**src/rtl/rv32i_types.sv**
```systemverilog
// Shared line/burst types for the cache memory side and the burst adaptor state encoding.
package rv32i_types;

    localparam int s_offset  = 5;
    localparam int s_burst   = 64;
    localparam int s_line    = 8 * (2 ** s_offset);
    localparam int num_beats = s_line / s_burst;
    localparam int beat_w    = $clog2(num_beats);

    typedef logic [s_line-1:0]               llc_cacheline;
    typedef logic [s_burst-1:0]              burst_word;
    typedef logic [beat_w-1:0]               beat_idx_t;
    typedef burst_word [num_beats-1:0]       line_beats_t;

    typedef enum logic [1:0] {
        IDLE,
        RD_BURST,
        WR_BURST,
        DONE
    } cba_state_t;

    localparam beat_idx_t   last_beat = beat_idx_t'(num_beats - 1);
    localparam logic [31:0] line_mask = ~32'(2 ** s_offset - 1);

    // Beat k of a line occupies bits [k*s_burst +: s_burst].
    function automatic burst_word get_beat(input llc_cacheline line, input beat_idx_t idx);
        line_beats_t beats;
        beats = line_beats_t'(line);
        return beats[idx];
    endfunction

endpackage

```
**src/rtl/cacheline_burst_adaptor.sv**
```systemverilog
// Serialises one cache line request into a fixed-length burst toward memory and
// reassembles read beats back into a line, pulsing line_resp_o once per line.
module cacheline_burst_adaptor
    import rv32i_types::*;
(
    input  logic                clk,
    input  logic                rst,
    input  logic                line_read_i,
    input  logic                line_write_i,
    input  logic [31:0]         line_address_i,
    input  llc_cacheline        line_wdata_i,
    output llc_cacheline        line_rdata_o,
    output logic                line_resp_o,
    output logic [31:0]         burst_address_o,
    output logic                burst_read_o,
    output logic                burst_write_o,
    output burst_word           burst_wdata_o,
    input  burst_word           burst_rdata_i,
    input  logic                burst_resp_i
);

    // state    | meaning
    // IDLE     | sampling line_read_i / line_write_i (read wins)
    // RD_BURST | burst_read_o high, capturing one beat per burst_resp_i
    // WR_BURST | burst_write_o high, presenting buffered beat k
    // DONE     | line_resp_o pulse, counter cleared, requests ignored

    cba_state_t   state;
    beat_idx_t    beat_cnt;
    beat_idx_t    beat_next;
    llc_cacheline wdata_buf;
    line_beats_t  rdata_beats;

    assign beat_next    = beat_cnt + 1'b1;
    assign line_rdata_o = llc_cacheline'(rdata_beats);

    always_ff @(posedge clk or posedge rst) begin
        if (rst) begin
            state           <= IDLE;
            beat_cnt        <= '0;
            wdata_buf       <= '0;
            rdata_beats     <= '0;
            line_resp_o     <= 1'b0;
            burst_address_o <= '0;
            burst_read_o    <= 1'b0;
            burst_write_o   <= 1'b0;
            burst_wdata_o   <= '0;
        end else begin
            line_resp_o <= 1'b0;
            case (state)
                IDLE: begin
                    if (line_read_i) begin
                        state           <= RD_BURST;
                        burst_read_o    <= 1'b1;
                        burst_address_o <= line_address_i & line_mask;
                    end else if (line_write_i) begin
                        state           <= WR_BURST;
                        burst_write_o   <= 1'b1;
                        burst_address_o <= line_address_i & line_mask;
                        wdata_buf       <= line_wdata_i;
                        burst_wdata_o   <= get_beat(line_wdata_i, '0);
                    end
                end
                RD_BURST: begin
                    if (burst_resp_i) begin
                        rdata_beats[beat_cnt] <= burst_rdata_i;
                        beat_cnt              <= beat_next;
                        if (beat_cnt == last_beat) begin
                            state           <= DONE;
                            burst_read_o    <= 1'b0;
                            burst_address_o <= '0;
                            line_resp_o     <= 1'b1;
                        end
                    end
                end
                WR_BURST: begin
                    if (burst_resp_i) begin
                        beat_cnt      <= beat_next;
                        burst_wdata_o <= get_beat(wdata_buf, beat_next);
                        if (beat_cnt == last_beat) begin
                            state           <= DONE;
                            burst_write_o   <= 1'b0;
                            burst_address_o <= '0;
                            line_resp_o     <= 1'b1;
                        end
                    end
                end
                DONE: begin
                    state    <= IDLE;
                    beat_cnt <= '0;
                end
                default: state <= IDLE;
            endcase
        end
    end

endmodule

```
**config.mk**
```make
export PLATFORM = sky130hd
export DESIGN_NAME = cacheline_burst_adaptor
export DESIGN_NICKNAME = d
export VERILOG_FILES = /design/src/rtl/rv32i_types.sv /design/src/rtl/cacheline_burst_adaptor.sv
export SDC_FILE = /design/constraint.sdc
export NUM_CORES = 1
export LEC_CHECK = 0
export ABC_AREA = 0
export CAP_MARGIN = 20
export CORE_AREA = 2 2 275 277
export CTS_CLUSTER_SIZE = 16
export DETAILED_ROUTE_END_ITERATION = 16
export DIE_AREA = 0 0 277 279
export SYNTH_ARGS = -nofsm -noshare
export SYNTH_HDL_FRONTEND = slang
export SYNTH_SLANG_ARGS = --single-unit
```
**constraint.sdc**
```tcl
create_clock -name clk -period 40.3 [get_ports clk]
set_input_delay 8.06 -clock clk [delete_from_list [all_inputs] [get_ports clk]]
set_output_delay 8.06 -clock clk [all_outputs]
set_load 0.01 [all_outputs]
```
**After elaboration in Yosys (flattened, before gate mapping)**

Cells that the tools add are included.

- Bitwise logic cells: 1
- Mux-type cells: 31
- Add/sub/neg operators: 1
- Order comparisons: 3
- Equality and inequality tests: 14
- Reductions and logical operators: 15

Operators by type and width:

| operator | number |
|---|---|
| $mux 64 | 5 |
| $bwmux 256 | 1 |
| $bmux 64 s2 | 1 |
| $demux 64 s2 | 1 |
| $mux 32 | 4 |
| $pmux 64 s2 | 1 |
| $pmux 32 s2 | 1 |
| $ne 2x2->1 const B | 7 |
| $reduce_and 4->1 | 3 |
| $mux 2 | 5 |
| $mux 1 | 8 |
| $reduce_bool 2->1 | 4 |
| $eq 2x2->1 const B | 3 |
| $lt 2x3->1 const B | 2 |
| $pmux 2 s3 | 1 |
| $reduce_and 3->1 | 2 |
| $reduce_and 5->1 | 1 |
| $ne 2x1->1 const B | 2 |
| $pmux 1 s2 | 2 |
| $pmux 2 s2 | 1 |
| $reduce_and 2->1 | 2 |
| $ne 3x3->1 const B | 1 |
| $add 2x1->2 const B | 1 |
| $eq 2x1->1 const B | 1 |
| 5 further kinds | 5 |

- Bits in registers: 615
- Output and inout bits: 355
- Logic and storage cells: 77
- Bits of input ports: 357

**Longest topological paths before layout**

Gate-level depths: netlist of the first run.

- Word-level depth: 5
- Gate-level depth with buffers: 9
- Depth with buffers taken out: 5

**Worst setup path after synthesis of the first run**

OpenSTA, ideal clock, no wires.

- Path type: input-to-reg
- From: input port burst_resp_i
- To: register burst_address_o[14]
- Arrival: 9102 ps
- Stages: 4
- Setup time: 125 ps
- Data required time: 40175 ps
- Setup slack: 31073 ps
- Buffers on the path: 1
- Cell sequence: nand2_1 > a211oi_4 > buf_6 > mux2_2

- Word-level cells in the longest chain between the ends: 2

RTL lines:

| item | RTL line | text |
|---|---|---|
| start, declared | cacheline_burst_adaptor.sv:19 | `input logic burst_resp_i` |
| $ne 2x1->1 (no source line) | n/a |  |
| $reduce_and 4->1 (no source line) | n/a |  |
| end signal, assigned | cacheline_burst_adaptor.sv:55 | `burst_address_o <= line_address_i & line_mask;` |
| end signal, assigned | cacheline_burst_adaptor.sv:59 | `burst_address_o <= line_address_i & line_mask;` |
| end, declared | cacheline_burst_adaptor.sv:14 | `output logic [31:0] burst_address_o,` |

No other way between the ends.
A chain may end at the register's enable or synchronous reset.

**Worst setup path after layout of the first run**

- From: input port line_read_i
- To: register wdata_buf[103]

- Word-level cells in the longest chain between the ends: 2

RTL lines:

| item | RTL line | text |
|---|---|---|
| start, declared | cacheline_burst_adaptor.sv:8 | `input logic line_read_i,` |
| $not 1->1 (no source line) | n/a |  |
| $reduce_and 3->1 (no source line) | n/a |  |
| end signal, assigned | cacheline_burst_adaptor.sv:60 | `wdata_buf <= line_wdata_i;` |
| end, declared | cacheline_burst_adaptor.sv:31 | `llc_cacheline wdata_buf;` |

No other way between the ends.

==> summary.md, run 1 <==
| Metric | Value |
|---|---|
| Crit-path leading delay family | `buffers and inverters` |
| Lkg Pwr | `15.03 nW` |
| Slowest cell on the critical path | `buf_4` |
| Final hold vios | `0` |
| Die Span X | `277 um` |
| Post-DRT Antenna Nets | `0` |
| Nets | `2,649` |
| Initial antenna violation count | `26` |
| Post-cts resize count | `0` |
| CP Launch Type | `input port` |
| Worst vdd ir | `0.06032 mV` |
| Hold depth | `1` |
| Post-synth ARST share | `100.0%` |
| Top cell type's share of synthesized area | `60.26%` |
| Area contributors post-synth | `dfrtp_1 60%, mux2_2 24%, mux4_2 5.7%, mux2i_1 2.6%, a31oi_1 1.6%` |
| Initial core utilization | `34.20%` |
| Max Fclk | `95.07 MHz` |
| WL final | `78,890 um` |
| Number of global-route vias before repair | `17,970` |
| Port bufs | `701` |
| Pre-antenna DRT Iters | `5` |
| Full die area | `77,280 um2` |
| Hold Path End | `wdata_buf[14]` |
| Clock Path Buffers | `3` |
| Post-synth EDFFs | `0` |
| Post-synthesis cell type count | `30` |
| CORE AREA | `74,070 um2` |
| Global route overflow | `0` |
| PD cells | `81.92 nW/um2` |
| Register-to-register path setup slack | `36,390 ps` |
| Post-Syn Instances | `1,599` |
| Clock latency on the worst-skew pair | `600 ps` |
| First-pass GRT wire length | `117,900 um` |
| Hold Crit Class | `reg2reg` |
| Status | `finished clean` |
| DRC | `0` |
| Avg Cell Area, Syn | `15.84 um2` |
| Mapped Area | `25,330 um2` |
| Via density per instance | `4.960` |
| RSZ-0062 raised after global routing | `no` |
| Die H | `279 um` |
| CTS Buf Count | `70` |
| HP Start | `wdata_buf[14]` |
| Fillers | `6,441` |
| Critical Path RT | `40,780 ps` |
| Synthesis Warnings | `0` |
| Vias | `16,450` |
| Layout Area Growth over Synthesis | `40.27%` |
| Tot GR Track Use | `20.26%` |
| Iter 0 DRT Violations | `793` |
| Met3 usage | `7.397%` |
| Final period utilization | `26.10%` |
| M1 GR Usage | `23.18%` |
| # Max-Cap Violations | `0` |
| Hold buffer count at CTS | `0` |
| Post-route minimum period | `10,520 ps` |
| Largest net degree at the start of global routing | `189` |
| Setup TNS | `0 ps` |
| GR peak layer | `met2` |
| Htree depth | `3` |
| Worst slew pin tran | `1213 ps` |
| CTS tree | `done` |
| WP depth | `5` |
| Sink Count | `610` |
| Seq/Total Area, Yosys | `60.26%` |
| FF-to-FF path depth | `6` |
| WS Path Type | `in2reg` |
| Reg-to-Reg Start | `beat_cnt[0]` |
| Root buffer cell | `clkbuf_16` |
| WP data arrival | `10,990 ps` |
| Post-CTS setup buffer count | `0` |
| Maximum fanout along the worst path | `188` |
| Io pins | `712` |
| Pre-CTS setup slack | `29,100 ps` |
| Crit path buffers/inverters | `3` |
| Avg WL per Cell | `23.79 um` |
| Crit-path max cell delay | `850 ps` |
| Clk pin slew, worst setup/hold paths | `60 ps` |
| Final Max Tran Viols | `0` |
| Synth Register Bits | `610` |
| Routing usage on met2 | `34.80%` |
| Crit Reg-Reg Endpoint | `burst_wdata_o[38]` |
| Final WS setup | `29,780 ps` |
| GPL Wtd Cong | `0.7988` |
| Setup Skew | `24.99 ps` |
| Fraction of layout instances using a drive strength above 1 | `31.82%` |
| Setup violators final | `0` |
| Final hold slack | `496.3 ps` |
| Hpwl dp | `54,240 um` |
| Worst-path cell chain | `clkdlybuf4s50_1 -> nand3b_1 -> buf_12 -> buf_4 -> mux2_2` |
| Setup crit end kind | `flop` |
| Row count | `100` |
| Largest area contributor in the netlist | `dfrtp_1` |
| Max-slew headroom | `19.15%` |
| Post-synth top flop | `dfrtp_1` |
-- synthesized netlist by cell type, drive strengths merged, types with 2 or more instances --
cell	n
dfrtp	610
mux2	540
buf	89
mux2i	67
a21oi	66
a31oi	64
mux4	64
nor2b	27
clkbuf	26
ha	10
nand3	8
inv	5
nand2	4
nand2b	4
and3	2
nand3b	2
o21ai	2
o2bb2ai	2
-- power by group --
group	leakage [nW]	switching (W)	total (W)	internal, W
clock	1.11	0.000261	0.000624	0.000363
combinational	6.46	0.000516	0.00122	0.000708
sequential	7.45	0.000157	0.00106	0.000907
total	15.0	0.000934	0.00291	0.00198
-- placed cells by master, fill, tap and decap left out, drive strengths merged, types with 4 or more instances in the layout --
cell type and instances:
a21oi 66, a31oi 64, buf 21, clkbuf 104, clkdlybuf4s50 701, clkinv 12
conb 5, dfrtp 610, diode 12, ha 10, inv 12, mux2 540
mux2i 67, mux4 64, nand2 4, nand2b 4, nand3 8, nor2b 27
-- worst max path at each step --
stage                startpoint        endpoint  slack [ps]
finish              line_read_i  wdata_buf[103]       29780
global route        line_read_i  wdata_buf[103]       29580
CTS                 line_read_i   wdata_buf[95]       29750
detailed placement  line_read_i  wdata_buf[103]       29100
global placement    line_read_i   wdata_buf[43]       29200
floorplan                   rst     beat_cnt[0]       15160
-- area by class of cell --
cell class | instances | area [um2] | area share (%)
inverter | 5 | 26.28 | 0.07395
clock inverter | 21 | 200.2 | 0.5634
antenna | 12 | 30.03 | 0.08452
clock buffer | 104 | 2051 | 5.772
multi-input combinational | 873 | 9523 | 26.80
sequential | 610 | 15270 | 42.97
tap | 969 | 1212 | 3.412
timing repair buffer | 722 | 7219 | 20.32
-- logic make-up (layout without fill, tap and decap cells) --
| logic type | after synthesis | after routing | share of synthesized area (%) |
|---|---|---|---|
| AOI/OAI and AO/OA | 137 | 137 | 3.132 |
| adders and majority gates | 10 | 10 | 0.4940 |
| buffers and inverters | 120 | 852 | 2.509 |
| DFF | 610 | 610 | 60.26 |
| muxes | 671 | 671 | 32.35 |
| other | 1 | 17 | 0.01480 |
| and+or+nand+nor | 50 | 50 | 1.240 |
-- flip-flops by register name, indices dropped and copies added (netlist names) --
| name | flops |
|---|---|
| line_rdata_o | 256 |
| wdata_buf | 256 |
| burst_wdata_o | 64 |
| burst_address_o | 27 |
| beat_cnt | 2 |
| state | 2 |
| burst_read_o | 1 |
| burst_write_o | 1 |
| line_resp_o | 1 |
-- worst reg2reg max path, stage by stage, from the launching register on --
cell,delay [ps]
dfrtp_4,830
inv_1,210
ha_4,800
buf_4,750
mux4_2,680
mux2i_1,360
a21oi_1,130
-- stage by stage --
stage          std cells  util, %  total power [W]  instance area, um2
5_1_grt             3315    47.96         0.003079               35530
6_report            3316    47.97         0.002911               35530
3_3_place_gp        3178    44.85         0.002279               33220
4_1_cts             3303    47.89         0.002956               35470
2_1_floorplan       1603        -         0.001738               25340
3_5_place_dp        3178    44.85         0.002317               33220
-- layer usage --
layer,wire (um),vias up
met5,142,-
met4,2055,26
met3,6800,126
met2,39790,559
met1,30100,8485
li1,-,7251
Note: power is estimated with default switching activity, not from simulation.
==> run 2, diff against run 1 <==
CORE_AREA = 2 2 278 280   (was 2 2 275 277)
DIE_AREA = 0 0 280 282   (was 0 0 277 279)
clock period = 10.25 ns   (was 40.3 ns; I/O delays follow)
==> summary.md, run 2 (synthesis gave the netlist of run 1 again) <==
| Metric | Value |
|---|---|
| WS Path Type | `in2reg` |
| RSZ-0062 raised after global routing | `no` |
| Clock latency on the worst-skew pair | `600 ps (about the same)` |
| Register-to-register path setup slack | `6590 ps (-29,800 ps)` |
| Worst-path cell chain | `clkdlybuf4s50_1 -> nand2b_4 -> and3_2 -> buf_4 -> a21oi_1` |
| M1 GR Usage | `21.83% (-1.3 points)` |
| Via density per instance | `4.939 (-0.42%)` |
| Clk pin slew, worst setup/hold paths | `60 ps (about the same)` |
| Setup Skew | `23.35 ps (-1.639 ps)` |
| Slowest cell on the critical path | `clkdlybuf4s50_1` |
| Final hold vios | `0 (unchanged)` |
| Fillers | `6,534 (+1.4%)` |
| Sink Count | `610 (unchanged)` |
| Die Span X | `280 um (+1.1%)` |
| Hpwl dp | `53,860 um (-0.69%)` |
| Die H | `282 um (+1.1%)` |
| Crit-path max cell delay | `910 ps (+60 ps)` |
| Net switching power | `0.003673 W (+290%)` |
| Row count | `101 (+1.0%)` |
| Gate power share | `40.7% (-1.3 points)` |
| Post-cts resize count | `0 (unchanged)` |
| Global route overflow | `0 (unchanged)` |
| HP Start | `burst_address_o[23]` |
| GR peak layer | `met2` |
| Clock Path Buffers | `3 (unchanged)` |
| Most frequent cells in the layout | `701 x clkdlybuf4s50_1, 609 x dfrtp_1, 538 x mux2_2` |
| Avg WL per Cell | `23.38 um (-1.7%)` |
| Hold depth | `1 (unchanged)` |
| Io pins | `712 (unchanged)` |
| Crit-path leading delay family | `buffers and inverters` |
| Worst slew pin tran | `1146 ps (-66.71 ps)` |
| Setup crit end kind | `flop` |
| Crit Reg-Reg Endpoint | `burst_wdata_o[39]` |
| Pre-CTS setup slack | `5290 ps (-23,810 ps)` |
| Port bufs | `701 (unchanged)` |
| Initial core utilization | `33.46% (-0.73 points)` |
| Hold Crit Class | `reg2reg` |
| Setup violators final | `0 (unchanged)` |
| Reg-to-Reg Start | `beat_cnt[0]` |
| Pre-antenna DRT Iters | `5 (unchanged)` |
| First-pass GRT wire length | `115,500 um (-2.0%)` |
| PD cells | `327.8 nW/um2 (+300%)` |
| Post-CTS setup buffer count | `0 (unchanged)` |
| Lkg Pwr | `15.18 nW (+1.0%)` |
| Number of global-route vias before repair | `17,950 (-0.11%)` |
| Sequential share of power | `35.5% (-1.0 points)` |
| Full die area | `78,960 um2 (+2.2%)` |
| Commonest non-fill, non-tap cell in the layout | `clkdlybuf4s50_1` |
| Iter 0 DRT Violations | `702 (-11%)` |
| Post-DRT Antenna Nets | `0 (unchanged)` |
| Multi-input logic area | `9519 um2 (about the same)` |
| Final period utilization | `42.06%` |
| FF-to-FF path depth | `6 (unchanged)` |
| WL final | `77,990 um (-1.1%)` |
| Fraction of layout instances using a drive strength above 1 | `32.11% (+0.29 points)` |
| Vias | `16,480 (+0.18%)` |
| CORE AREA | `75,700 um2 (+2.2%)` |
| Critical Path RT | `10,680 ps (-30,100 ps)` |
| CTS tree | `done` |
| GPL Wtd Cong | `0.8091 (+1.3%)` |
| DRC | `0 (unchanged)` |
| Tot GR Track Use | `19.41% (-0.84 points)` |
| Root buffer cell | `clkbuf_16` |
| Routing usage on met2 | `33.15% (-1.7 points)` |
| Post-Layout Cell Count | `3,336 (+0.60%)` |
| Worst vdd ir | `0.1509 mV (+150%)` |
| Largest net degree at the start of global routing | `161 (-15%)` |
| Final Max Tran Viols | `0 (unchanged)` |
| Reg area | `15,270 um2 (unchanged)` |
| Met3 usage | `6.770% (-0.63 points)` |
| Crit path buffers/inverters | `2 (-1)` |
| Initial antenna violation count | `30 (+15%)` |
| Layout Area Growth over Synthesis | `41.82%` |
| Max-slew headroom | `23.59% (+4.4 points)` |
| Final WS setup | `5939 ps (-23,840 ps)` |
| Hold Path End | `burst_address_o[23]` |
| Pint | `0.008103 W (+310%)` |
| Status | `finished clean` |
| Sw Share | `31.19% (-0.89 points)` |
| Nets | `2,650 (+0.038%)` |
| Post-route minimum period | `4311 ps` |
| Placed cell count | `3,188 (+0.31%)` |
| # Max-Cap Violations | `0 (unchanged)` |
| Maximum fanout along the worst path | `64 (-66%)` |
| Hold buffer count at CTS | `0 (unchanged)` |
| CTS Buf Count | `71 (+1.4%)` |
| Htree depth | `3 (unchanged)` |
| Max Fclk | `232.0 MHz` |
| WP data arrival | `4740 ps (-6250 ps)` |
| CP Launch Type | `input port` |
| Clock power frac | `23.7% (+2.3 points)` |
run 2: cell count changes in the layout (fill, tap and decap cells not counted), sizes merged:
cell,delta
clkinv,-3
clkinvlp,+3
diode,+7
clkbuf,-3
bufinv,+12
inv,-5
run 2: metal layers:
layer	routed length [um]	share of wire [%]	vias to the layer above
li1	-	-	7247
met1	29190	37	8475
met2	39690	51	592
met3	6418	8.2	146
met4	2585	3.3	16
met5	110	0.14	-
run 2: worst max path at each step:
| stage | start | to | depth (start not counted) |
|---|---|---|---|
| finish | burst_resp_i | burst_wdata_o[2] | 5 |
| global route | burst_resp_i | burst_wdata_o[3] | 5 |
| CTS | burst_resp_i | burst_wdata_o[10] | 5 |
| detailed placement | burst_resp_i | burst_wdata_o[10] | 5 |
| global placement | burst_resp_i | burst_wdata_o[61] | 5 |
| floorplan | rst | beat_cnt[0] | 1 |
run 2: cell type report:
class	count	area share (%)
sequential	610	42.50
timing repair buffer	722	20.11
tap	978	3.406
antenna	19	0.1324
multi-input combinational	873	26.50
clock inverter	28	1.484
clock buffer	101	5.799
inverter	5	0.06270
run 2: stage by stage:
| stage | TNS, ps | area [um2] | total power (W) | hold WS [ps] | utilization (%) |
|---|---|---|---|---|---|
| global placement | 0 | 33260 | 0.008971 | 472.0 | 43.94 |
| CTS | 0 | 35870 | 0.01198 | 495.8 | 47.39 |
| finish | 0 | 35920 | 0.01178 | 489.1 | 47.46 |
| floorplan | -75090 | 25350 | 0.006836 | 473.9 | - |
| detailed placement | 0 | 33260 | 0.009115 | 483.4 | 43.94 |
| global route | 0 | 35910 | 0.01246 | 512.9 | 47.44 |
run 2: power by group through the flow:
stage	clock network (W)	registers [W]	logic, W
finish	0.00280	0.00419	0.00479
global route	0.00299	0.00432	0.00515
CTS	0.00289	0.00419	0.00490
detailed placement	0	0.00422	0.00489
global placement	0	0.00416	0.00481
floorplan	0	0.00433	0.00250
